File: src/rtl/dbg_io_ctrl.sv
// Host debug controller: halts the core, performs one icache/regfile/dcache access
// through the external port of the CPU state mux, and returns read data to the host.

package dbg_io_pkg;
    localparam int DEBUG_WIDTH = 3;
    localparam int IADDR_WIDTH = 10;
    localparam int RADDR_WIDTH = 5;
    localparam int DADDR_WIDTH = 10;
    localparam int DATA_WIDTH  = 32;

    localparam logic [DEBUG_WIDTH-1:0] DEBUG_NONE  = 3'd0;
    localparam logic [DEBUG_WIDTH-1:0] DEBUG_ICRD  = 3'd1;
    localparam logic [DEBUG_WIDTH-1:0] DEBUG_ICWR  = 3'd2;
    localparam logic [DEBUG_WIDTH-1:0] DEBUG_REGRD = 3'd3;
    localparam logic [DEBUG_WIDTH-1:0] DEBUG_DCRD  = 3'd4;

    typedef enum logic [1:0] {
        OP_ICRD  = 2'd0,
        OP_ICWR  = 2'd1,
        OP_REGRD = 2'd2,
        OP_DCRD  = 2'd3
    } op_e;
endpackage

module dbg_io_ctrl
    import dbg_io_pkg::*;
(
    input  logic                   clk,
    input  logic                   rst_n,
    input  logic                   cmd_valid,
    output logic                   cmd_ready,
    input  logic [1:0]             cmd_op,
    input  logic [DATA_WIDTH-1:0]  cmd_addr,
    input  logic [DATA_WIDTH-1:0]  cmd_wdata,
    output logic                   rsp_valid,
    input  logic                   rsp_ready,
    output logic [DATA_WIDTH-1:0]  rsp_rdata,
    output logic                   halt_req,
    input  logic                   halt_ack,
    output logic [DEBUG_WIDTH-1:0] debug,
    output logic                   ext_icache_ceb,
    output logic                   ext_icache_web,
    output logic [IADDR_WIDTH-1:0] ext_icache_addr,
    output logic [DATA_WIDTH-1:0]  ext_icache_wdata,
    input  logic [DATA_WIDTH-1:0]  icache_rdata,
    output logic                   ext_reg_read2,
    output logic [RADDR_WIDTH-1:0] ext_reg_rs2,
    input  logic [DATA_WIDTH-1:0]  reg_rdata2,
    output logic                   ext_dcache_ceb,
    output logic                   ext_dcache_web,
    output logic [DATA_WIDTH-1:0]  ext_dcache_bweb,
    output logic [DADDR_WIDTH-1:0] ext_dcache_addr,
    input  logic [DATA_WIDTH-1:0]  dcache_rdata
);

    typedef enum logic [2:0] {
        S_IDLE,
        S_HALT,
        S_ACCESS,
        S_CAPTURE,
        S_RESP
    } state_e;

    state_e                 state_q,     state_d;
    op_e                    op_q,        op_d;
    logic [IADDR_WIDTH-1:0] iaddr_q,     iaddr_d;
    logic [RADDR_WIDTH-1:0] raddr_q,     raddr_d;
    logic [DADDR_WIDTH-1:0] daddr_q,     daddr_d;
    logic [DATA_WIDTH-1:0]  wdata_q,     wdata_d;
    logic [DEBUG_WIDTH-1:0] debug_q,     debug_d;
    logic                   halt_req_q,  halt_req_d;
    logic                   rsp_valid_q, rsp_valid_d;
    logic [DATA_WIDTH-1:0]  rsp_rdata_q, rsp_rdata_d;
    logic                   ic_ceb_q,    ic_ceb_d;
    logic                   ic_web_q,    ic_web_d;
    logic                   reg_rd_q,    reg_rd_d;
    logic                   dc_ceb_q,    dc_ceb_d;

    // Upper command address bits are deliberately ignored by every target.
    logic unused_addr_bits;
    assign unused_addr_bits = ^cmd_addr[DATA_WIDTH-1:IADDR_WIDTH];

    function automatic logic [DEBUG_WIDTH-1:0] mode_code(input op_e op);
        logic [DEBUG_WIDTH-1:0] code;
        case (op)
            OP_ICRD:  code = DEBUG_ICRD;
            OP_ICWR:  code = DEBUG_ICWR;
            OP_REGRD: code = DEBUG_REGRD;
            OP_DCRD:  code = DEBUG_DCRD;
        endcase
        return code;
    endfunction

    assign cmd_ready = (state_q == S_IDLE);

    always_comb begin
        // NOTE: every variable gets its default first so no path leaves it unassigned (no latches).
        state_d     = state_q;
        op_d        = op_q;
        iaddr_d     = iaddr_q;
        raddr_d     = raddr_q;
        daddr_d     = daddr_q;
        wdata_d     = wdata_q;
        debug_d     = debug_q;
        halt_req_d  = halt_req_q;
        rsp_valid_d = rsp_valid_q;
        rsp_rdata_d = rsp_rdata_q;
        ic_ceb_d    = 1'b1;
        ic_web_d    = 1'b1;
        reg_rd_d    = 1'b0;
        dc_ceb_d    = 1'b1;

        case (state_q)
            S_IDLE: begin
                if (cmd_valid && cmd_ready) begin
                    op_d       = op_e'(cmd_op);
                    iaddr_d    = cmd_addr[IADDR_WIDTH-1:0];
                    raddr_d    = cmd_addr[RADDR_WIDTH-1:0];
                    daddr_d    = cmd_addr[DADDR_WIDTH-1:0];
                    wdata_d    = cmd_wdata;
                    debug_d    = mode_code(op_e'(cmd_op));
                    halt_req_d = 1'b1;
                    state_d    = S_HALT;
                end
            end

            S_HALT: begin
                // Strobes are launched from here so they are registered and live only in ACCESS.
                if (halt_ack) begin
                    state_d = S_ACCESS;
                    case (op_q)
                        OP_ICRD:  ic_ceb_d = 1'b0;
                        OP_ICWR: begin
                            ic_ceb_d = 1'b0;
                            ic_web_d = 1'b0;
                        end
                        OP_REGRD: reg_rd_d = 1'b1;
                        OP_DCRD:  dc_ceb_d = 1'b0;
                    endcase
                end
            end

            S_ACCESS: begin
                if (op_q == OP_ICWR) begin
                    rsp_valid_d = 1'b1;
                    rsp_rdata_d = '0;
                    state_d     = S_RESP;
                end else begin
                    state_d = S_CAPTURE;
                end
            end

            S_CAPTURE: begin
                case (op_q)
                    OP_ICRD:  rsp_rdata_d = icache_rdata;
                    OP_REGRD: rsp_rdata_d = reg_rdata2;
                    OP_DCRD:  rsp_rdata_d = dcache_rdata;
                    OP_ICWR:  rsp_rdata_d = '0;
                endcase
                rsp_valid_d = 1'b1;
                state_d     = S_RESP;
            end

            S_RESP: begin
                if (rsp_ready) begin
                    rsp_valid_d = 1'b0;
                    debug_d     = DEBUG_NONE;
                    halt_req_d  = 1'b0;
                    state_d     = S_IDLE;
                end
            end

            default: state_d = S_IDLE;
        endcase
    end

    always_ff @(posedge clk or negedge rst_n) begin
        if (!rst_n) begin
            state_q     <= S_IDLE;
            op_q        <= OP_ICRD;
            iaddr_q     <= '0;
            raddr_q     <= '0;
            daddr_q     <= '0;
            wdata_q     <= '0;
            debug_q     <= DEBUG_NONE;
            halt_req_q  <= 1'b0;
            rsp_valid_q <= 1'b0;
            rsp_rdata_q <= '0;
            ic_ceb_q    <= 1'b1;
            ic_web_q    <= 1'b1;
            reg_rd_q    <= 1'b0;
            dc_ceb_q    <= 1'b1;
        end else begin
            // NOTE: non-blocking assignments so every register samples pre-edge values.
            state_q     <= state_d;
            op_q        <= op_d;
            iaddr_q     <= iaddr_d;
            raddr_q     <= raddr_d;
            daddr_q     <= daddr_d;
            wdata_q     <= wdata_d;
            debug_q     <= debug_d;
            halt_req_q  <= halt_req_d;
            rsp_valid_q <= rsp_valid_d;
            rsp_rdata_q <= rsp_rdata_d;
            ic_ceb_q    <= ic_ceb_d;
            ic_web_q    <= ic_web_d;
            reg_rd_q    <= reg_rd_d;
            dc_ceb_q    <= dc_ceb_d;
        end
    end

    assign rsp_valid        = rsp_valid_q;
    assign rsp_rdata        = rsp_rdata_q;
    assign halt_req         = halt_req_q;
    assign debug            = debug_q;
    assign ext_icache_ceb   = ic_ceb_q;
    assign ext_icache_web   = ic_web_q;
    assign ext_icache_addr  = iaddr_q;
    assign ext_icache_wdata = wdata_q;
    assign ext_reg_read2    = reg_rd_q;
    assign ext_reg_rs2      = raddr_q;
    assign ext_dcache_ceb   = dc_ceb_q;
    assign ext_dcache_addr  = daddr_q;

    // The dcache is read-only from the debug side.
    assign ext_dcache_web   = 1'b1;
    assign ext_dcache_bweb  = '1;

endmodule

File: config.mk
export PLATFORM = sky130hd
export DESIGN_NAME = dbg_io_ctrl
export DESIGN_NICKNAME = d
export VERILOG_FILES = /design/src/rtl/dbg_io_ctrl.sv
export SDC_FILE = /design/constraint.sdc
export NUM_CORES = 1
export LEC_CHECK = 0
export BUFFER_PORTS_ARGS = -buffer_cell sky130_fd_sc_hd__buf_2
export CAP_MARGIN = 20
export CORE_AREA = 2 2 118 120
export DETAILED_ROUTE_END_ITERATION = 10
export DIE_AREA = 0 0 120 122
export GPL_TIMING_DRIVEN = 0
export MAX_ROUTING_LAYER = met4
export PLACE_DENSITY = 0.68
export SYNTH_ARGS = -nofsm -noshare
export SYNTH_HDL_FRONTEND = slang
export SYNTH_SLANG_ARGS = --single-unit
File: constraint.sdc
create_clock -name clk -period 1.9 [get_ports clk]
set_clock_uncertainty 0.15 [all_clocks]
set_input_delay 0.285 -clock clk [delete_from_list [all_inputs] [get_ports clk]]
set_output_delay 0.285 -clock clk [all_outputs]
set_load 0.05 [all_outputs]
* Yosys cells after proc, flatten, opt, wreduce, memory -nomap -nowiden
Index checks and enable logic that the tools add are counted.
** Word-level totals
- Register bits after elaboration :: 93
- Bits in latches :: 0
- Bits in writable memories :: 0
- Bits in read-only memories :: 0
- Bits of input ports :: 167
- Output and inout bits :: 132
- Word-level logic and storage cells :: 68
- Memories :: 0
** Cells by class
- Add/sub/neg operators :: 0
- Multiply operators :: 0
- Divide/modulo/power cells :: 0
- Magnitude comparators :: 0
- Equal/unequal tests :: 14
- Shift-type cells :: 0
- Muxes and demuxes :: 28
- Bitwise operators :: 0
- Reductions and logical operators :: 13
** Operator list (number)
- $pmux W32 S4 :: 1
- $pmux W32 S2 :: 1
- $mux W32 :: 1
- $mux W1 :: 15
- $mux W3 :: 5
- $pmux W3 S5 :: 1
- $pmux W3 S4 :: 1
- $reduce_and A3 Y1 :: 3
- $eq A2 B2 Y1 const B :: 4
- $eq A3 B2 Y1 const B :: 2
- $ne A2 B2 Y1 const B :: 3
- $pmux W3 S2 :: 1
- $eq A2 B1 Y1 const B :: 2
- $logic_not A2 Y1 :: 2
- $reduce_and A2 Y1 :: 2
- $reduce_bool A2 Y1 :: 2
- $eq A3 B1 Y1 const B :: 1
- $eq A3 B3 Y1 const B :: 1
- $logic_not A3 Y1 :: 1
- $pmux W1 S3 :: 1
- $reduce_bool A3 Y1 :: 1
- $ne A2 B1 Y1 const B :: 1
- $pmux W1 S2 :: 1
- $reduce_or A2 Y1 :: 1
- $logic_and A1 B1 Y1 :: 1

* Logic depth before layout (Yosys ltp)
- Depth in word-level cells :: 5
- Depth in mapped cells :: 6

* Worst setup path after synthesis
Ideal clock, no wire load.
- Kind :: flip-flop to flip-flop
- Start :: register state_q[1]
- End :: register daddr_q[9] (netlist: ext_dcache_addr[9])
- Library setup time :: 0.125 ns
- Data arrival time :: 1.804 ns
- Slack :: -0.180 ns
- Cell stages (with the launch flop) :: 7
- Path buffers :: 3
- Period minus slack after synthesis :: 2.080 ns
- Cell sequence :: dfrtp_1 -> buf_6 -> nor3_4 -> and2_4 -> buf_12 -> buf_12 -> mux2_4
** Between the ends
- Word-level cells in the longest chain between the ends :: 3
** Ends and longest elaborated chain
- start, declared :: RTL line 64 : state_e state_q, state_d;
- start signal, assigned :: RTL line 195 : state_q <= state_d;
- $logic_not A3 Y1 (*) :: RTL line 94 : assign cmd_ready = (state_q == S_IDLE);
- net cmd_ready :: RTL line 31 : output logic cmd_ready,
- $logic_and A1 B1 Y1 :: RTL line 115 : if (cmd_valid && cmd_ready) begin
- $reduce_and A2 Y1 (no line) (*)
- end signal, assigned :: RTL line 199 : daddr_q <= daddr_d;
- end, declared :: RTL line 68 : logic [DADDR_WIDTH-1:0] daddr_q, daddr_d;
Mark *: on every way through the listed nets, which the timed path passes. The rest lies on a longest branch.
A chain may end at the register's enable or synchronous reset.

* Worst setup path after layout
- Start :: register state_q[0]
- End :: output cmd_ready
** Between the ends
- Word-level cells in the longest chain between the ends :: 1
** Ends and longest elaborated chain (RTL line)
- $logic_not A3 Y1 :: 94
- end, declared :: 31
Every way passes these cells.

==> impl_metrics.env <==
export IMPL_status="finished, final reports clean"
export IMPL_grt_overflow=0
export IMPL_ant_nets=0
export IMPL_full_die_area_um2=14640
export IMPL_synthDominantCellAreaShare=0.4531
export IMPL_crit_path_start_kind="register"
export IMPL_final_worst_path_cycle_share=0.9509
export IMPL_maxSlewViolCount=0
export IMPL_fin_crit_ns=1.807
export IMPL_syn_cell_area_um2=4695
export IMPL_yosys_register_bits=88
export IMPL_reg2reg_from="state_q[0]$_DFFE_PN0P_"
export IMPL_drt_wl_total_um=13540
export IMPL_slowest_delay_ns=0.36
export IMPL_drv_max_cap_violation_count=0
export IMPL_drt_iter0_markers=141
export IMPL_place_ws_ns=-0.001740
export IMPL_synth_seq_area_share=0.4699
export IMPL_clk_transition_reported_paths_ns=0.07
export IMPL_irDropWorstVdd_v=0.001386
export IMPL_track_usage=0.1872
export IMPL_grt_pass1_wl_um=20360
export IMPL_synth_enable_flop_cells=0
export IMPL_cts_tree="yes"
export IMPL_fin_total_pwr_w=0.01376
export IMPL_numPortBuffers=243
export IMPL_synthDistinctLibCells=34
export IMPL_design_core_area_um2=13500
export IMPL_nets=839
export IMPL_seq_power_share=0.239
export IMPL_critPathRequiredTime_ns=1.46
export IMPL_initial_core_util=0.3476
export IMPL_remaining_drc_errors=0
export IMPL_vias_per_cell=4.592
export IMPL_worst_setup_path_type="reg2out"
export IMPL_chipWidth_um=120
export IMPL_power_clock_fraction=0.136
export IMPL_syn_to_final_growth_pct=41.23
export IMPL_routed_wire_length_per_instance_um=15.82
export IMPL_internal_power_w=0.006698
export IMPL_hold_path_startpoint="cmd_wdata[17]"
export IMPL_power_share_switching=0.5133
export IMPL_top_level_ports=299
export IMPL_cts_buffers=9
export IMPL_total_leakage_power_nw=3.325
export IMPL_critical_path_n_buffers_inverters=2
export IMPL_worstPathCellList="buf_4 -> nor3_4 -> buf_2"
export IMPL_worst_setup_path_startpoint="state_q[0]$_DFFE_PN0P_"
export IMPL_synth_area_leaders="dfrtp_1 45%, mux2_2 12%, buf_4 8.3%"
export IMPL_combinationalPowerShare=0.625
export IMPL_rows=43
export IMPL_postSynth_topFlopCell="dfrtp_1"
export IMPL_syn_instance_count=380
export IMPL_post_layout_nonfiller_instances=856
export IMPL_routabilityCongestion=0.8274
export IMPL_ys_warnings_count=0
export IMPL_finalHoldViolCount=0
export IMPL_fp_dieH_um=122
export IMPL_timing_critical_path_slowest_stage_cell="dfrtp_1"
export IMPL_hold_class="in2reg"
export IMPL_drive_gt1_frac=0.6202
export IMPL_clk_latency_ns=0.34
export IMPL_synth_largest_area_cell="dfrtp_1"
export IMPL_clk_sinks=88
export IMPL_power_density_cell_area_nw_per_um2=2076
export IMPL_antenna_found_initial=2
export IMPL_via_count=3931
export IMPL_post_synth_cell_area_avg_um2=12.35
export IMPL_maximum_number_of_pins_on_one_net_before_global_route_repair=56
export IMPL_finalSetupViolCount=0
export IMPL_switching_power_w=0.007064
export IMPL_clock_tree_root_cell="clkbuf_16"
export IMPL_clock_fmax_mhz=553.5
export IMPL_cpLargestDelayFamily="buffers and inverters"
export IMPL_dpl_cell_count=836
export IMPL_grt_pass1_vias=3946
export IMPL_critPathArrivalTime_ns=1.37
export IMPL_timing_critical_path_fanout_max=10
export IMPL_async_flop_share=1.000
export IMPL_cts_htree_levels=3
export IMPL_detailedPlacementHpwl_um=10710
export IMPL_fin_ws_ns=0.09336
export IMPL_rsz0062_at_grt="false"
export IMPL_dr_pass1_iters=4
export IMPL_totalNegativeSetupSlack_ns=0
export IMPL_maximum_clock_path_buffer_count=2
export IMPL_setup_worst_path_end_class="output port"
export IMPL_holdWs_ns=0.01680
registers in the layout (all words and copies together) (netlist names):
signal,cells
debug,3
ext_reg_read2,1
ext_reg_rs2,4
ext_dcache_addr,6
ext_icache_web,1
halt_req,1
ext_dcache_ceb,1
ext_icache_wdata,32
rsp_rdata,32
ext_icache_ceb,1
op_q,2
state_q,3
rsp_valid,1
cell type report:
class	count	area, µm²
clock buffer	12	266.5
antenna	2	5.005
clock inverter	4	51.30
buffer	76	565.5
inverter	4	15.01
sequential	88	2207
multi-input combinational	243	2023
fill	1232	6874
timing repair buffer	247	1271
tap	180	225.2
per-stage QoR:
stage            util  cell area [µm²]
2_1_floorplan       -             4815
3_3_place_gp   0.4633             6256
3_5_place_dp   0.4655             6286
4_1_cts        0.4910             6630
5_1_grt        0.4910             6630
6_report       0.4910             6630
power by group through the flow:
stage          Sequential (W)  Clock, W  Combinational [W]
2_1_floorplan         0.00613         0            0.00385
3_3_place_gp          0.00326         0            0.00857
3_5_place_dp          0.00329         0            0.00866
4_1_cts               0.00330   0.00191            0.00869
5_1_grt               0.00340   0.00201            0.00904
6_report              0.00329   0.00187            0.00860
synth_stat cells, types with 3 or more instances:
master and n:
dfrtp_1 85, ha_1 3, mux2_4 26, dfstp_2 3
nor2_1 3, nand2b_1 4, a21oi_1 36, buf_12 4
or2_2 3, a22o_1 3, mux2_2 49, inv_1 4
clkbuf_1 7, buf_4 52, o2bb2ai_1 32, nor3b_1 32
buf_2 10, nand3_1 3, nand2_1 3
logic make-up (layout without fill, tap and decap cells):
| kind of cell | Yosys count | count (layout) | share of synthesized area |
|---|---|---|---|
| simple gates | 55 | 55 | 0.08289 |
| buf+inv | 81 | 343 | 0.1247 |
| fa+ha+maj | 3 | 3 | 0.007997 |
| compound gates | 76 | 76 | 0.1109 |
| mux | 76 | 76 | 0.2028 |
| other cells | 1 | 35 | 0.0007988 |
| flops | 88 | 88 | 0.4699 |
worst register-to-register path, cell delays in order, from the launching register on:
cell,delay [ns]
dfrtp_1,0.36
buf_4,0.17
nor3_4,0.20
and2_4,0.19
buf_12,0.14
buf_12,0.15
mux2_4,0.31
timing repair:
action / in CTS / in global routing
endpoints found under the setup margin: 10 / 3
pin swaps: 1 / 0
buffers inserted: 2 / 0
hold endpoints to repair: 33 / 0
hold buffers: 1 / 0
resized for setup: 1 / 3
layer usage:
layer | part of all wire | GRT usage | up-vias
met3 | 0.082 | 0.04307 | 24
met4 | 0.022 | 0.07647 | 0
met5 | 0 | - | -
li1 | - | - | 1861
met2 | 0.49 | 0.3200 | 210
met1 | 0.40 | 0.2121 | 1836
placed cells by master (no fill, tap or decap), types with 4 or more instances in the layout:
| cell | n |
|---|---|
| clkbuf_1 | 6 |
| o2bb2ai_1 | 32 |
| clkbuf_16 | 9 |
| nand2b_1 | 4 |
| mux2_2 | 49 |
| dfrtp_1 | 84 |
| mux2_4 | 26 |
| a21oi_1 | 36 |
| conb_1 | 33 |
| nor3b_1 | 32 |
| buf_12 | 4 |
| buf_2 | 252 |
| buf_4 | 54 |
| inv_1 | 4 |
path summary, 6_finish.rpt:
kind                                                         end  slack (ns)  depth (start not counted)
worst min register to register         rsp_rdata[17]$_DFFE_PN0P_        0.33                          1
worst max register to register  ext_icache_wdata[18]$_DFFE_PN0P_        0.13                          6
min in group asynchronous       ext_icache_wdata[17]$_DFFE_PN0P_        0.27                          2
worst max-delay path                                   cmd_ready        0.09                          3
max in group asynchronous               ext_dcache_ceb$_DFF_PN1_        0.64                          3
worst min-delay path            ext_icache_wdata[17]$_DFFE_PN0P_        0.02                          2
(Power assumes the default switching activity.)
